===== config.mk =====
export PLATFORM = sky130hd
export DESIGN_NAME = adc_seq_responder
export DESIGN_NICKNAME = d
export VERILOG_FILES = /design/src/rtl/adc_seq_pkg.sv /design/src/rtl/adc_seq_csr.sv /design/src/rtl/adc_seq_responder.sv
export SDC_FILE = /design/constraint.sdc
export NUM_CORES = 1
export LEC_CHECK = 0
export ABC_AREA = 1
export CAP_MARGIN = 20
export CORE_AREA = 2 2 73 68
export DETAILED_ROUTE_END_ITERATION = 12
export DIE_AREA = 0 0 75 70
export DONT_BUFFER_PORTS = 1
export HOLD_SLACK_MARGIN = 0.06
export SLEW_MARGIN = 10
export SYNTH_ARGS = -nofsm -noshare
export SYNTH_HDL_FRONTEND = slang
export SYNTH_SLANG_ARGS = --single-unit

===== constraint.sdc =====
create_clock -name clk -period 3.6 [get_ports clk]
set_input_delay 0.54 -clock clk [delete_from_list [all_inputs] [get_ports clk]]
set_output_delay 0.54 -clock clk [all_outputs]
set_load 0.02 [all_outputs]

===== src/rtl/adc_seq_pkg.sv =====
// Shared types and constants for the ADC sequencer responder.
// Optional status block is enabled by ADC_SEQ_STATUS_EN (see adc_seq_csr).
package adc_seq_pkg;

   typedef enum logic [1:0] {
      ST_IDLE,
      ST_REQ,
      ST_CONV,
      ST_EMIT
   } state_e;

   localparam logic       CMD_ADDR    = 1'b0;
   localparam logic       STAT_ADDR   = 1'b1;
   localparam logic [2:0] MODE_CONT   = 3'd0;
   localparam logic [2:0] MODE_SINGLE = 3'd1;
   localparam logic [4:0] TSD_CH      = 5'd17;

endpackage


===== src/rtl/adc_seq_csr.sv =====
// CMD/STATUS register file with registered readdata.
// Status counters exist only when ADC_SEQ_STATUS_EN is defined.
module adc_seq_csr
   import adc_seq_pkg::*;
(
   input  logic        clk,
   input  logic        rst_n,
   input  logic        csr_address,
   input  logic        csr_write,
   input  logic [31:0] csr_writedata,
   input  logic        csr_read,
   output logic [31:0] csr_readdata,
   input  logic        clr_run_i,
`ifdef ADC_SEQ_STATUS_EN
   input  logic        beat_i,
   input  logic        busy_i,
`endif
   output logic        run_o,
   output logic [2:0]  mode_o
);

   logic        run_q, run_d;
   logic [2:0]  mode_q, mode_d;
   logic [31:0] rdata_q, rdata_d;
   logic [31:0] stat_rd;
   logic        cmd_wr;
   logic        unused_wdata;

   assign cmd_wr       = csr_write && (csr_address == CMD_ADDR);
   assign unused_wdata = ^csr_writedata[31:4];

   // A CMD write beats the end-of-sequence run clear in the same cycle.
   always_comb begin
      run_d  = run_q;
      mode_d = mode_q;
      if (cmd_wr) begin
         run_d  = csr_writedata[0];
         mode_d = csr_writedata[3:1];
      end else if (clr_run_i) begin
         run_d = 1'b0;
      end
   end

`ifdef ADC_SEQ_STATUS_EN
   logic [15:0] cnt_q, cnt_d;
   logic        ovr_q, ovr_d;

   always_comb begin
      cnt_d = cnt_q;
      ovr_d = ovr_q;
      if (csr_write && (csr_address == STAT_ADDR)) begin
         cnt_d = '0;
         ovr_d = 1'b0;
      end else begin
         if (beat_i) cnt_d = cnt_q + 16'd1;
         if (cmd_wr && csr_writedata[0] && busy_i) ovr_d = 1'b1;
      end
   end

   always_ff @(posedge clk or negedge rst_n) begin
      if (!rst_n) begin
         cnt_q <= '0;
         ovr_q <= 1'b0;
      end else begin
         cnt_q <= cnt_d;
         ovr_q <= ovr_d;
      end
   end

   assign stat_rd = {15'b0, ovr_q, cnt_q};
`else
   assign stat_rd = '0;
`endif

   always_comb begin
      rdata_d = rdata_q;
      if (csr_read) begin
         rdata_d = (csr_address == CMD_ADDR) ? {28'b0, mode_q, run_q} : stat_rd;
      end
   end

   always_ff @(posedge clk or negedge rst_n) begin
      if (!rst_n) begin
         run_q   <= 1'b0;
         mode_q  <= '0;
         rdata_q <= '0;
      end else begin
         run_q   <= run_d;
         mode_q  <= mode_d;
         rdata_q <= rdata_d;
      end
   end

   assign csr_readdata = rdata_q;
   assign run_o        = run_q;
   assign mode_o       = mode_q;

endmodule


===== src/rtl/adc_seq_responder.sv =====
// Cycle-accurate stand-in for the vendor ADC sequencer: CSR, sample fetch, response stream.
// Define ADC_SEQ_STATUS_EN to build the STATUS counters at CSR address 1.
module adc_seq_responder
   import adc_seq_pkg::*;
#(
   parameter int unsigned              NUM_SLOTS   = 2,
   parameter logic [5*NUM_SLOTS-1:0]   SLOT_CH     = {5'd1, 5'd17},
   parameter int unsigned              CONV_CYCLES = 4,
   parameter int unsigned              DATA_W      = 12
) (
   input  logic              clk,
   input  logic              rst_n,
   input  logic              csr_address,
   input  logic              csr_write,
   input  logic [31:0]       csr_writedata,
   input  logic              csr_read,
   output logic [31:0]       csr_readdata,
   output logic              smp_req,
   output logic [4:0]        smp_channel,
   input  logic              smp_ack,
   input  logic [DATA_W-1:0] smp_data,
   output logic              response_valid,
   output logic [4:0]        response_channel,
   output logic [DATA_W-1:0] response_data,
   output logic              response_startofpacket,
   output logic              response_endofpacket
);

   localparam int unsigned CNT_W       = (CONV_CYCLES > 2) ? $clog2(CONV_CYCLES - 1) : 1;
   localparam int unsigned CONV_LAST_I = (CONV_CYCLES > 1) ? CONV_CYCLES - 2 : 0;
   localparam logic [CNT_W-1:0] CONV_LAST = CNT_W'(CONV_LAST_I);
   localparam logic [3:0]       LAST_SLOT = 4'(NUM_SLOTS - 1);

   state_e            state_q, state_d;
   logic [3:0]        slot_q, slot_d;
   logic [CNT_W-1:0]  cnt_q, cnt_d;
   logic [DATA_W-1:0] data_q, data_d;
   logic [2:0]        mode_lat_q, mode_lat_d;
   logic              clr_run;
   logic              run;
   logic [2:0]        mode;
   logic [4:0]        slot_ch;

   adc_seq_csr u_csr (
      .clk           (clk),
      .rst_n         (rst_n),
      .csr_address   (csr_address),
      .csr_write     (csr_write),
      .csr_writedata (csr_writedata),
      .csr_read      (csr_read),
      .csr_readdata  (csr_readdata),
      .clr_run_i     (clr_run),
`ifdef ADC_SEQ_STATUS_EN
      .beat_i        (response_valid),
      .busy_i        (state_q != ST_IDLE),
`endif
      .run_o         (run),
      .mode_o        (mode)
   );

   assign slot_ch = SLOT_CH[5*slot_q +: 5];

   always_comb begin
      state_d    = state_q;
      slot_d     = slot_q;
      cnt_d      = cnt_q;
      data_d     = data_q;
      mode_lat_d = mode_lat_q;
      clr_run    = 1'b0;
      unique case (state_q)
         ST_IDLE: begin
            if (run) begin
               mode_lat_d = mode;
               slot_d     = '0;
               state_d    = ST_REQ;
            end
         end
         ST_REQ: begin
            // CONV_CYCLES=1 skips CONV so the beat still lands one cycle after the ack
            if (smp_ack) begin
               data_d  = smp_data;
               cnt_d   = '0;
               state_d = (CONV_CYCLES > 1) ? ST_CONV : ST_EMIT;
            end
         end
         ST_CONV: begin
            if (cnt_q == CONV_LAST) state_d = ST_EMIT;
            else                    cnt_d   = cnt_q + 1'b1;
         end
         ST_EMIT: begin
            if (slot_q != LAST_SLOT) begin
               slot_d  = slot_q + 4'd1;
               state_d = ST_REQ;
            end else if (mode_lat_q != MODE_CONT) begin
               clr_run = 1'b1;
               state_d = ST_IDLE;
            end else if (run) begin
               slot_d     = '0;
               mode_lat_d = mode;
               state_d    = ST_REQ;
            end else begin
               state_d = ST_IDLE;
            end
         end
         default: state_d = ST_IDLE;
      endcase
   end

   always_ff @(posedge clk or negedge rst_n) begin
      if (!rst_n) begin
         state_q    <= ST_IDLE;
         slot_q     <= '0;
         cnt_q      <= '0;
         data_q     <= '0;
         mode_lat_q <= '0;
      end else begin
         state_q    <= state_d;
         slot_q     <= slot_d;
         cnt_q      <= cnt_d;
         data_q     <= data_d;
         mode_lat_q <= mode_lat_d;
      end
   end

   assign smp_req                = (state_q == ST_REQ);
   assign smp_channel            = smp_req ? slot_ch : '0;
   assign response_valid         = (state_q == ST_EMIT);
   assign response_channel       = response_valid ? slot_ch : '0;
   assign response_data          = response_valid ? data_q : '0;
   assign response_startofpacket = response_valid && (slot_q == '0);
   assign response_endofpacket   = response_valid && (slot_q == LAST_SLOT);

endmodule


## Yosys cells after proc, flatten, opt, wreduce, memory -nomap -nowiden

Index checks and enable logic that the tools add are counted.
W data, S select, Z words.

- Register bits after elaboration: 59
- Input bits: 50
- Logic and storage cells: 67
- Output and inout bits: 58

- $add $sub $neg: 2
- Mux-type cells: 27
- Equality and inequality tests: 13
- Reductions and logical operators: 14
- Bitwise logic cells: 1
- Shift operators: 1
- Multiply operators: 1

Operator list:

| operator | count |
|---|---|
| $mux W4 | 4 |
| $mux W12 | 1 |
| $mux W2 | 5 |
| $mux W5 | 2 |
| $shiftx A10 B8 Y5 const A | 1 |
| $mux W3 | 3 |
| $reduce_and A3 Y1 | 3 |
| $mux W1 | 8 |
| $ne A2 B2 Y1 const B | 4 |
| $pmux W2 S4 | 1 |
| $pmux W4 S2 | 1 |
| $mul A3 B4 Y7 const A | 1 |
| $eq A2 B2 Y1 const B | 3 |
| $pmux W3 S2 | 1 |
| $reduce_bool A2 Y1 | 3 |
| $add A4 B1 Y4 const B | 1 |
| $eq A4 B1 Y1 const B | 1 |
| $logic_not A4 Y1 | 1 |
| $ne A2 B1 Y1 const B | 2 |
| $ne A4 B1 Y1 const B | 1 |
| $pmux W2 S2 | 1 |
| $reduce_and A2 Y1 | 2 |
| $logic_and A1 B1 Y1 | 3 |
| $ne A3 B3 Y1 const B | 1 |
| 5 further kinds | 5 |

## Longest topological paths before layout

- Depth after elaboration: 6
- Gate-level depth with buffers: 9
- Mapped depth without buffers: 9

## Cells and area by module

From an unflattened synthesis, not the netlist that was laid out.

- Cells, all modules: 235
- Area, all modules: 1959.4 µm²

By module, submodules not included:

| module | times used | sequential area each (µm²) | area an instance (µm²) | cells an instance |
|---|---|---|---|---|
| adc_seq_responder | 1 | 575.6 | 1422.6 | 170 |
| adc_seq_csr | 1 | 200.2 | 536.8 | 65 |

## Worst setup path after synthesis

No wires, ideal clock.

- Path kind: register to output
- Start: register state_q[0]
- End: output port response_channel[0]
- Stages on the path, launching flop included: 5
- Path slack: 1654 ps
- Data required time: 3060 ps
- Arrival: 1406 ps
- Buffers on the path: 1
- Cell sequence: dfrtp_1 ha_1 buf_6 inv_1 nor3_1

- Longest elaborated chain between the ends: 2

Ends and longest elaborated chain:

| item | line | source |
|---|---|---|
| from (decl) | adc_seq_responder.sv:34 | `state_e state_q, state_d;` |
| from (signal assigned) | adc_seq_responder.sv:117 | `state_q <= state_d;` |
| $eq A2 B2 Y1 | adc_seq_responder.sv:127 | `assign response_valid = (state_q == ST_EMIT);` |
| via response_valid | adc_seq_responder.sv:22 | `output logic response_valid,` |
| $mux W5 | adc_seq_responder.sv:128 | `assign response_channel = response_valid ? slot_ch : '0;` |
| to (decl) | adc_seq_responder.sv:23 | `output logic [4:0] response_channel,` |

The timed path passes the listed nets, and every way through them passes these cells.

## Final worst setup path

- Start: register state_q[1]
- End: output port smp_channel[0]

- Longest elaborated chain between the ends: 2

Ends and longest elaborated chain:

| item | line | source |
|---|---|---|
| $eq A2 B1 Y1 | adc_seq_responder.sv:125 | `assign smp_req = (state_q == ST_REQ);` |
| via smp_req | adc_seq_responder.sv:18 | `output logic smp_req,` |
| $mux W5 | adc_seq_responder.sv:126 | `assign smp_channel = smp_req ? slot_ch : '0;` |
| to (decl) | adc_seq_responder.sv:19 | `output logic [4:0] smp_channel,` |

The timed path passes the listed nets, and every way through them passes these cells.

==> summary.md <==
| Metric | Value |
|---|---|
| Result of the run | `completed` |
| Synthesis-stage register bit count | `31` |
| CTS Buffer Depth | `2` |
| Area growth syn-to-layout | `2.00%` |
| Sequential group share of total power | `36.2%` |
| Die Width | `75 um` |
| Post-cts hold buffer count | `1` |
| CP max-delay cell | `nor3_1` |
| Grt met1 use | `15.3%` |
| Post-Route Hold Slack | `roughly 0.083 ns` |
| Detailed-route DRC error count | `0` |
| Highest-utilization routing layer at the global route stage | `met2` |
| GRT Resource Usage Total | `11.6%` |
| Fill cell instance count of the final layout | `482` |
| Initial cell density of the core | `42.2%` |
| Wirelength per Cell | `10.0 um` |
| Number of clock sinks | `31` |
| Global-route met2 utilization | `17.4%` |
| Leftover overflow at the end of global routing | `0` |
| Distinct cells, synth | `27` |
| Net count, final | `289` |
| Final hold viol count | `0` |
| Slew HR | `57.1%` |
| Final clock period utilization by the worst path | `65.2%` |
| Vias post-DR | `1,210` |
| Area of the die | `5250 um2` |
| Actual slew at the worst max-slew pin | `about 0.64 ns` |
| Number of instances resized during post-cts repair | `0` |
| Startpoint types | `register` |
| Data arrival, critical path | `1.81 ns` |
| Post-synth EDFFs | `0` |
| Leakage power figure | `1.12 nW` |
| Hold/Removal Path Class | `input port to async pin` |
| Worst ir drop on vdd | `0.000271 V` |
| Met3 capacity usage during global routing | `4.62%` |
| Cells after Synth | `226` |
| Post-detailed-placement half-perimeter wirelength | `2.29 mm` |
| Total standard cell area after synthesis | `1940 um2` |
| Post-layout min period | `2.35 ns` |
| Post-CTS Repair Setup Buffers | `0` |
| Maximum number of pins on one net before global-route repair | `32` |
| Final WS setup | `1.25 ns` |
| Critical-path cell list | `inv_1 -> ha_1 -> inv_1 -> nor3_1` |
| CP most frequent cell | `inv_1` |
| Clock skew after layout | `0.00392 ns` |
| Endpoint required time on the critical path | `about 3.1 ns` |
| Antenna violations before repair | `0` |
| H-tree depth reported by CTS | `2` |
| Number of cells in the design after placement | `287` |
| Synth Area per Inst | `8.57 um2` |
| Area of the core | `4590 um2` |
| Fraction of layout instances using a drive strength above 1 | `about an eighth` |
| Clock latency of the later-clocked register in the worst-skew pair | `roughly 0.27 ns` |
| Vias in the first global route | `1,063` |
| Pre-antenna DRT Iters | `4` |
| Setup repair after global routing missed its margin | `no` |
| Count of buffers from port buffering | `0` |
| Async set-reset flop share out of synthesis | `100%` |
| Antenna cell count | `0` |
| Power Density | `786 nW/um2` |
| Number of non-filler instances in the completed layout | `around 300` |
| Number of synthesis warnings | `0` |
| Stage delay of the slowest cell on the critical path | `0.51 ns` |
| Part of the power in combinational logic | `44.7%` |
| Vias per cell | `4.09` |
| Wire length of the first global-routing pass | `4.69 mm` |
| Clock share of power | `19.1%` |
| Net switching power | `~670 uW` |
| Highest clock rate | `426 MHz` |
| Count of final max-slew check failures | `0` |
| Sum of negative setup slack | `0 ns` |
| IO Pins | `108` |
| Final GP Congestion | `0.703` |
| Total Routed Length | `around 3.0 mm` |
| Switching share of total power | `43.3%` |
| Design Power | `1.55 mW` |
| Setup slack at placement | `1.52 ns` |
| CP Max Fanout | `5` |
| Int Power | `880 uW` |
| Dominant synthesized flop cell | `dfrtp_1` |
| Clk pin slew, worst setup/hold paths | `0.07 ns` |
| Sort of element at the end of the critical path | `primary output` |
| TritonCTS clock tree | `built` |
| Root cell of the clock tree | `clkbuf_8` |
| MaxCap Viol Count | `0` |
| DRC marker count from the first detailed-route iteration | `20` |
| Clock buffer count from CTS | `5` |
| Post-route antenna net violation count | `0` |
| Height of the chip | `70 um` |
| Sequential share of the synthesized area | `40.1%` |
| Crit Path Category | `register to primary output` |
| Total setup violations reported at the end of the flow | `0` |
| Core Rows | `24` |
==> metal layers <==
metal | vias up | part of all wire (%)
met1 | 535 | 47
met5 | - | 0
met4 | 0 | 0
met3 | 0 | 7.2
li1 | 633 | -
met2 | 42 | 46
==> cells in the final DEF (no fill, tap or decap) <==
cell type  netlist  layout
nor3_1           2       2
nor2_1          10      10
buf_4           34       1
conb_1           1      34
mux2_2           8       8
o21ai_2          1       1
inv_2            1       1
nand4_1          1       1
buf_12           0       1
mux2_1           4       4
nand3_1         10      10
clkbuf_1         0       1
o21ai_0          3       3
o21ai_1          2       2
clkinv_2         1       1
inv_1           37      37
nand2_1         49      49
xnor2_1          1       1
a21oi_1          5       5
nand2_4          3       3
clkbuf_8         0       7
nand3b_4         1       1
ha_1             9       9
o22ai_1          5       5
dfrtp_1         31      31
nand3_2          1       1
nor2_4           1       1
nand2_2          1       1
==> kinds of logic after synthesis <==
logic type | share of synthesized area [%]
AND/OR/NAND/NOR | 19.1
buffers and inverters | 22.8
flip-flops | 40.1
AO/OA/AOI/OAI | 4.65
multiplexers | 6.98
adder cells (fa/ha/maj) | 5.81
other | 0.194
XOR/XNOR | 0.452
==> synth_stat cells (4+ instances only) <==
cell type	number	area (um2)
buf_4	34	255
nor2_1	10	37.5
nand2_1	49	184
nand3_1	10	50.1
dfrtp_1	31	776
mux2_2	8	90.1
mux2_1	4	45.0
o22ai_1	5	31.3
ha_1	9	113
inv_1	37	139
a21oi_1	5	25.0
==> per-stage QoR <==
step,utilization (%),area (um2)
6_report,43.0,1980
5_1_grt,43.0,1980
4_1_cts,43.0,1980
3_5_place_dp,40.4,1860
3_3_place_gp,40.4,1860
2_1_floorplan,-,2060
==> worst paths after layout <==
check,start,end,slack (ns),cells after the start
worst min-delay path,rst_n,slot_q[3],0.08,1
worst min register to register,mode_lat_q[2],mode_lat_q[2],0.49,2
max in group asynchronous,rst_n,data_q[2],3.34,1
worst max register to register,state_q[1],data_q[8],1.75,4
worst max-delay path,state_q[1],smp_channel[0],1.25,4
min in group clk,csr_read,u_csr.csr_readdata[1],0.37,1
==> critical path, delay by kind of cell (launching register included) <==
| family | cells | cell delay [ns] |
|---|---|---|
| simple gates | 1 | 0.51 |
| buf+inv | 2 | 0.27 |
| flops | 1 | 0.40 |
| fa+ha+maj | 1 | 0.36 |
==> flip-flops by register name, indices dropped and copies added (netlist names) <==
register,count
u_csr.mode_o,3
state_q,2
u_csr.run_o,1
slot_q,4
data_q,12
cnt_q,2
mode_lat_q,3
u_csr.csr_readdata,4
==> area by class of cell <==
| cell class | instances | area (um2) | area share, % |
|---|---|---|---|
| timing repair buffer | 2 | 27.5 | 1.39 |
| tap | 65 | 81.3 | 4.12 |
| clock buffer | 8 | 100 | 5.07 |
| multi-input combinational | 151 | 843 | 42.7 |
| inverter | 39 | 148 | 7.47 |
| sequential | 31 | 776 | 39.3 |
==> power by group through the flow <==
stage	registers (mW)	clock network, mW	logic [mW]
after floorplan	0.549	0	0.653
after global placement	0.563	0	0.684
after detailed placement	0.570	0	0.693
after CTS	0.563	0.310	0.704
after global routing	0.582	0.327	0.788
final	0.562	0.297	0.694
Note: power is estimated with default switching activity, not from simulation.
